**config.mk**
```make
export PLATFORM = sky130hd
export DESIGN_NAME = fpu_issue_ctrl
export DESIGN_NICKNAME = d
export VERILOG_FILES = /design/src/rtl/fpu_issue_ctrl.sv
export SDC_FILE = /design/constraint.sdc
export NUM_CORES = 1
export LEC_CHECK = 0
export ABC_CLOCK_PERIOD_IN_PS = 2200
export CORE_AREA = 2 2 119 121
export CTS_CLUSTER_SIZE = 20
export DETAILED_ROUTE_END_ITERATION = 8
export DIE_AREA = 0 0 121 123
export PLACE_DENSITY_LB_ADDON = 0.1
export SLEW_MARGIN = 20
export SYNTH_ARGS = -nofsm -noshare
export SYNTH_HDL_FRONTEND = slang
export SYNTH_SLANG_ARGS = --single-unit
```
**constraint.sdc**
```tcl
create_clock -name clk -period 2.2 [get_ports clk]
set_input_delay 0.66 -clock clk [delete_from_list [all_inputs] [get_ports clk]]
set_output_delay 0.66 -clock clk [all_outputs]
set_load 0.005 [all_outputs]
```
**src/rtl/fpu_issue_ctrl.sv**
```systemverilog
// FADD.S/FSUB.S issue sequencer between EX and the multi-cycle FP adder.
// Latches operands, pulses start, stalls EX, and holds the writeback until accepted.
module fpu_issue_ctrl #(
  parameter int DATA_W  = 32,
  parameter int TIMEOUT = 15,
  parameter int CNT_W   = 16
) (
  input  logic              clk,
  input  logic              rst,
  input  logic              issue_valid_i,
  input  logic [6:0]        issue_funct7_i,
  input  logic [DATA_W-1:0] issue_rs1_i,
  input  logic [DATA_W-1:0] issue_rs2_i,
  input  logic [4:0]        issue_rd_i,
  input  logic              flush_i,
  input  logic              pipe_stall_i,
  output logic              fpu_start_o,
  output logic              fpu_sub_o,
  output logic [DATA_W-1:0] fpu_a_o,
  output logic [DATA_W-1:0] fpu_b_o,
  input  logic              fpu_done_i,
  input  logic [DATA_W-1:0] fpu_result_i,
  output logic              stall_o,
  output logic              wb_valid_o,
  output logic [4:0]        wb_rd_o,
  output logic [DATA_W-1:0] wb_data_o,
  output logic              illegal_o,
  output logic              err_o,
  output logic [CNT_W-1:0]  op_cnt_o
);

  localparam int TW = $clog2(TIMEOUT + 1);
  localparam logic [6:0] F7_ADD = 7'b0000000;
  localparam logic [6:0] F7_SUB = 7'b0000100;

  typedef enum logic [1:0] {
    IDLE,
    BUSY,
    HOLD
  } state_t;

  state_t state;
  state_t state_nxt;

  logic              legal;
  logic              go;
  logic              bad;
  logic              done_ev;
  logic              tmo;
  logic              kill_now;
  logic              accept;
  logic              killed;
  logic [TW-1:0]     tcnt;
  logic [4:0]        rd_q;
  logic [DATA_W-1:0] a_q;
  logic [DATA_W-1:0] b_q;
  logic [DATA_W-1:0] res_q;
  logic              sub_q;
  logic              start_q;
  logic              illegal_q;
  logic              err_q;
  logic [CNT_W-1:0]  cnt_q;

  assign legal = (issue_funct7_i == F7_ADD)
               | (issue_funct7_i == F7_SUB);

  assign go  = (state == IDLE) & issue_valid_i
             & legal & ~flush_i;
  assign bad = (state == IDLE) & issue_valid_i
             & ~legal & ~flush_i;

  // done beats timeout when both land in the same cycle
  assign done_ev = (state == BUSY) & fpu_done_i;
  assign tmo     = (state == BUSY) & ~fpu_done_i
                 & (tcnt == TW'(TIMEOUT - 1));

  assign kill_now = killed | flush_i;
  assign accept   = (state == HOLD) & ~pipe_stall_i;

  always_ff @(posedge clk) begin
    if (rst) begin
      state <= IDLE;
    end else begin
      state <= state_nxt;
    end
  end

  always_comb begin
    state_nxt = state;
    unique case (state)
      IDLE: begin
        if (go) state_nxt = BUSY;
      end
      BUSY: begin
        if (done_ev) begin
          state_nxt = kill_now ? IDLE : HOLD;
        end else if (tmo) begin
          state_nxt = IDLE;
        end
      end
      HOLD: begin
        if (!pipe_stall_i) state_nxt = IDLE;
      end
      default: state_nxt = IDLE;
    endcase
  end

  always_comb begin
    stall_o    = 1'b0;
    wb_valid_o = 1'b0;
    wb_rd_o    = '0;
    wb_data_o  = '0;
    unique case (state)
      IDLE: stall_o = go;
      BUSY: stall_o = 1'b1;
      HOLD: begin
        stall_o    = pipe_stall_i;
        wb_valid_o = 1'b1;
        wb_rd_o    = rd_q;
        wb_data_o  = res_q;
      end
      default: stall_o = 1'b0;
    endcase
  end

  always_ff @(posedge clk) begin
    if (rst) begin
      start_q   <= 1'b0;
      illegal_q <= 1'b0;
      a_q       <= '0;
      b_q       <= '0;
      rd_q      <= '0;
      sub_q     <= 1'b0;
      res_q     <= '0;
      tcnt      <= '0;
      killed    <= 1'b0;
      err_q     <= 1'b0;
      cnt_q     <= '0;
    end else begin
      start_q   <= go;
      illegal_q <= bad;
      if (go) begin
        a_q   <= issue_rs1_i;
        b_q   <= issue_rs2_i;
        rd_q  <= issue_rd_i;
        sub_q <= issue_funct7_i[2];
        tcnt  <= '0;
      end else if (state == BUSY) begin
        tcnt <= tcnt + 1'b1;
      end
      // the adder cannot abort, so a squashed op drains and is dropped
      if (state != IDLE && state_nxt == IDLE) begin
        killed <= 1'b0;
      end else if (state == BUSY && flush_i) begin
        killed <= 1'b1;
      end
      if (done_ev) res_q <= fpu_result_i;
      if (tmo) err_q <= 1'b1;
      if (accept) cnt_q <= cnt_q + 1'b1;
    end
  end

  assign fpu_start_o = start_q;
  assign fpu_sub_o   = sub_q;
  assign fpu_a_o     = a_q;
  assign fpu_b_o     = b_q;
  assign illegal_o   = illegal_q;
  assign err_o       = err_q;
  assign op_cnt_o    = cnt_q;

endmodule

```
==> summary.md <==
| Metric | Value |
|---|---|
| Initial core utilization | 36.5% |
| Post-Syn Instances | 628 |
| Most frequent cells after synthesis | nand2_1 (211), dfxtp_1 (128), a21oi_1 (110) |
| Sequential group share of total power | 43.4% |
| Hold path endpoint | rd_q[4]$_SDFFE_PP0P_ |
| Number of synthesized register bits | 128 |
| Slew margin rel. | 62.6% |
| R2R Setup Slk | 270 ps |
| Final clock skew | 5.92 ps |
| Max Fclk | 422 MHz |
| Min Tclk post-route | 2370 ps |
| Cts hold-fix bufs | 0 |
| Worst setup SP type | flip-flop |
| Pint | 4.30 mW |
| CP arrival | 1710 ps |
| CTS Sinks | 128 |
| Setup-failing EPs final | 35 |
| First-pass GRT wire length | 23,700 µm |
| Status | finished with violations |
| Die area | 14,900 µm² |
| Reg2reg path depth | 7 |
| Post-synth EDFFs | 0 |
| Critical path capture point type | output port |
| Clk buf depth | 2 |
| Remaining DRCs | 0 |
| RSZ-0062 raised after global routing | yes |
| Final Hold Violating Endpoints | 0 |
| CTS tree | built |
| Critical R2R Launch | state[1]$_SDFF_PP0_ |
| Tcrit/Tclk final | 108% |
| Max H-tree Level | 4 |
| Total negative slack | -3680 ps |
| Total routed wirelength | 15,300 µm |
| Die Width | 121 µm |
| Number of placement rows | 43 |
| Syn Nets | 745 |
| Failing checks | negative setup slack |
| Synthesized cell area | 4960 µm² |
| Syn avg cell area | 7.91 µm² |
| Core area | 13,600 µm² |
| Reg2Reg Capture Point | fpu_b_o[3]$_SDFFE_PP0P_ |
| Min-Delay Path Depth | 2 |
| Post-DP HPWL | 10,500 µm |
| Share of layout cells above drive strength 1 | 17.4% |
| Vias per Instance | 4.72 |
| Vias after detailed routing | 5,065 |
| Root buf cell | clkbuf_16 |
| FILL cells | 1,167 |
| CP Max Fanout | 2 |
| Mean routed wirelength per cell | 14.2 µm |
| Most common flop cell mapped by yosys | dfxtp_1 |
| Async SR Flop Fraction | 0% |
| I/O Buffers | 236 |
| P_leak | 3.09 nW |
| ANT nets after route | 0 |
| Grt total ovfl | 0 |
| Antenna violations before repair | 0 |
| I/O Pins | 237 |
| CTS Buf Count | 17 |
| Library cells used by synthesis | 31 |
| Vias in the first global route | 4,813 |
| Min-delay worst type | reg2reg |
| Die extent in y | 123 µm |
| VDD IR-drop max | 0.445 mV |
| Comb pwr share | 5.4% |
| Yosys warnings | 0 |
| Slew @ Worst Pin | 561 ps |
| Power share of the clock group | 51.1% |
| Worst endpoint required time | 1540 ps |
| Ant diodes | 0 |
| Largest net degree at the start of global routing | 76 |
| Layout area overhead | 71.5% |
| GP Congestion | 0.799 |
| NumNets Final | 999 |
| Slew Limit Fails | 0 |
| PD cells | 629 nW/µm² |
| Total power | 5.36 mW |
| Starting DRT DRC Count | 208 |
| GRT Total Usage | 20.4% |
| Setup CP Type | reg2out |
| First-pass DRT Iterations | 4 |
| Top cells by area, synth | dfxtp_1 (52%), nand2_1 (16%), a21oi_1 (11%), and2_1 (4.8%), clkbuf_1 (2.0%) |
| Final setup margin | -168 ps |
| HP Start | rd_q[4]$_SDFFE_PP0P_ |
| Clk pin slew, worst setup/hold paths | 50 ps |
| Min Hold Slack | 448 ps |
| Max_cap viols | 0 |
| Sw Ratio | 19.8% |
| Synth top area share | 51.6% |
| Psw | 1.06 mW |
| Share of the yosys chip area belonging to registers | 51.6% |
| Skew-Pair Late Insertion Delay | 410 ps |
| Top-count cell post-synth | nand2_1 |
| Cell taking the most area after synthesis | dfxtp_1 |
[layer usage]
metal	vias up	share of wire, %	global-route usage [%]
met1	2322	41	22.8
met3	23	8.1	8.26
met5	-	0	0
li1	2553	-	-
met2	167	49	34.9
met4	0	2.2	7.92
[power groups by stage]
stage,registers (mW),logic [mW],clock network [mW]
6_report,2.33,0.291,2.74
5_1_grt,2.32,0.310,2.92
4_1_cts,2.32,0.294,2.79
3_5_place_dp,2.38,0.290,0
3_3_place_gp,2.38,0.288,0
2_1_floorplan,2.38,0.0480,0
[registers in the layout, summed over array words and instances (netlist names)]
signal / cells
rd_q: 5
fpu_b_o: 32
fpu_sub_o: 1
tcnt: 4
op_cnt_o: 16
killed: 1
fpu_a_o: 32
res_q: 32
illegal_o: 1
state: 2
err_o: 1
fpu_start_o: 1
[critical path, stage by stage, from the launching register on]
cell and delay [ps]:
dfxtp_2 320, buf_6 110, nor4b_4 310, and4_4 270, a21oi_2 30, o21ai_1 110
buf_2 140
[through the flow]
step	area, µm²	setup WS [ps]	utilization, %	std cells
after floorplan	4970	16.3	-	628
after global placement	7590	-902	55.7	1025
after detailed placement	7590	-871	55.7	1025
after CTS	8460	-210	62.1	1073
after global routing	8510	-262	62.5	1074
final	8510	-168	62.5	1074
[cells by family (layout without fill, tap and decap cells)]
group,after synthesis,count (layout),synth area share [%]
and+or+nand+nor,314,314,28.2
DFF,128,128,51.6
AOI/OAI and AO/OA,123,123,12.6
buffers and inverters,47,313,4.54
xor gates and xnor gates,13,13,2.29
adders and majority gates,3,3,0.756
[cell type report]
class,count,area (µm²),area share (%)
clock buffer,25,495,5.82
clock inverter,6,80.1,0.941
inverter,3,11.3,0.132
multi-input combinational,453,2300,27.0
sequential,128,2570,30.2
tap,180,225,2.65
timing repair buffer,279,2830,33.3
[cells in the final DEF, fill, tap and decap left out, types with 4 or more instances in the layout]
cell type,netlist,final
nand2_1,211,211
a21oi_1,110,109
clkinv_2,0,4
and2_4,0,33
buf_2,9,5
nand4_1,7,7
clkbuf_8,0,4
dlygate4sd2_1,0,7
buf_12,0,6
and2_1,38,5
or3_1,6,6
clkbuf_1,27,4
nor3_1,5,5
clkbuf_16,0,17
xor2_1,6,6
o21ai_0,9,8
dfxtp_1,128,126
nand3_1,8,8
buf_4,0,26
xnor2_1,7,7
buf_6,5,42
nor2_1,22,19
clkdlybuf4s50_1,0,188
[worst max-delay path by stage]
stage | start | to | slack, ps | cells past startpoint
2_1_floorplan | flush_i | stall_o | 20 | 6
3_3_place_gp | flush_i | stall_o | -900 | 6
3_5_place_dp | flush_i | stall_o | -870 | 6
4_1_cts | state[1]$_SDFF_PP0_ | stall_o | -210 | 6
5_1_grt | state[1]$_SDFF_PP0_ | stall_o | -260 | 6
6_report | state[1]$_SDFF_PP0_ | stall_o | -170 | 6
[timing repair]
| item | CTS | global route |
|---|---|---|
| cloned | 3 | 0 |
| setup endpoints to repair | 110 | 37 |
| gates resized for setup | 236 | 23 |
| pin swaps | 38 | 3 |
| buffers inserted | 16 | 3 |
No activity file was read; power rests on OpenSTA's default activity.
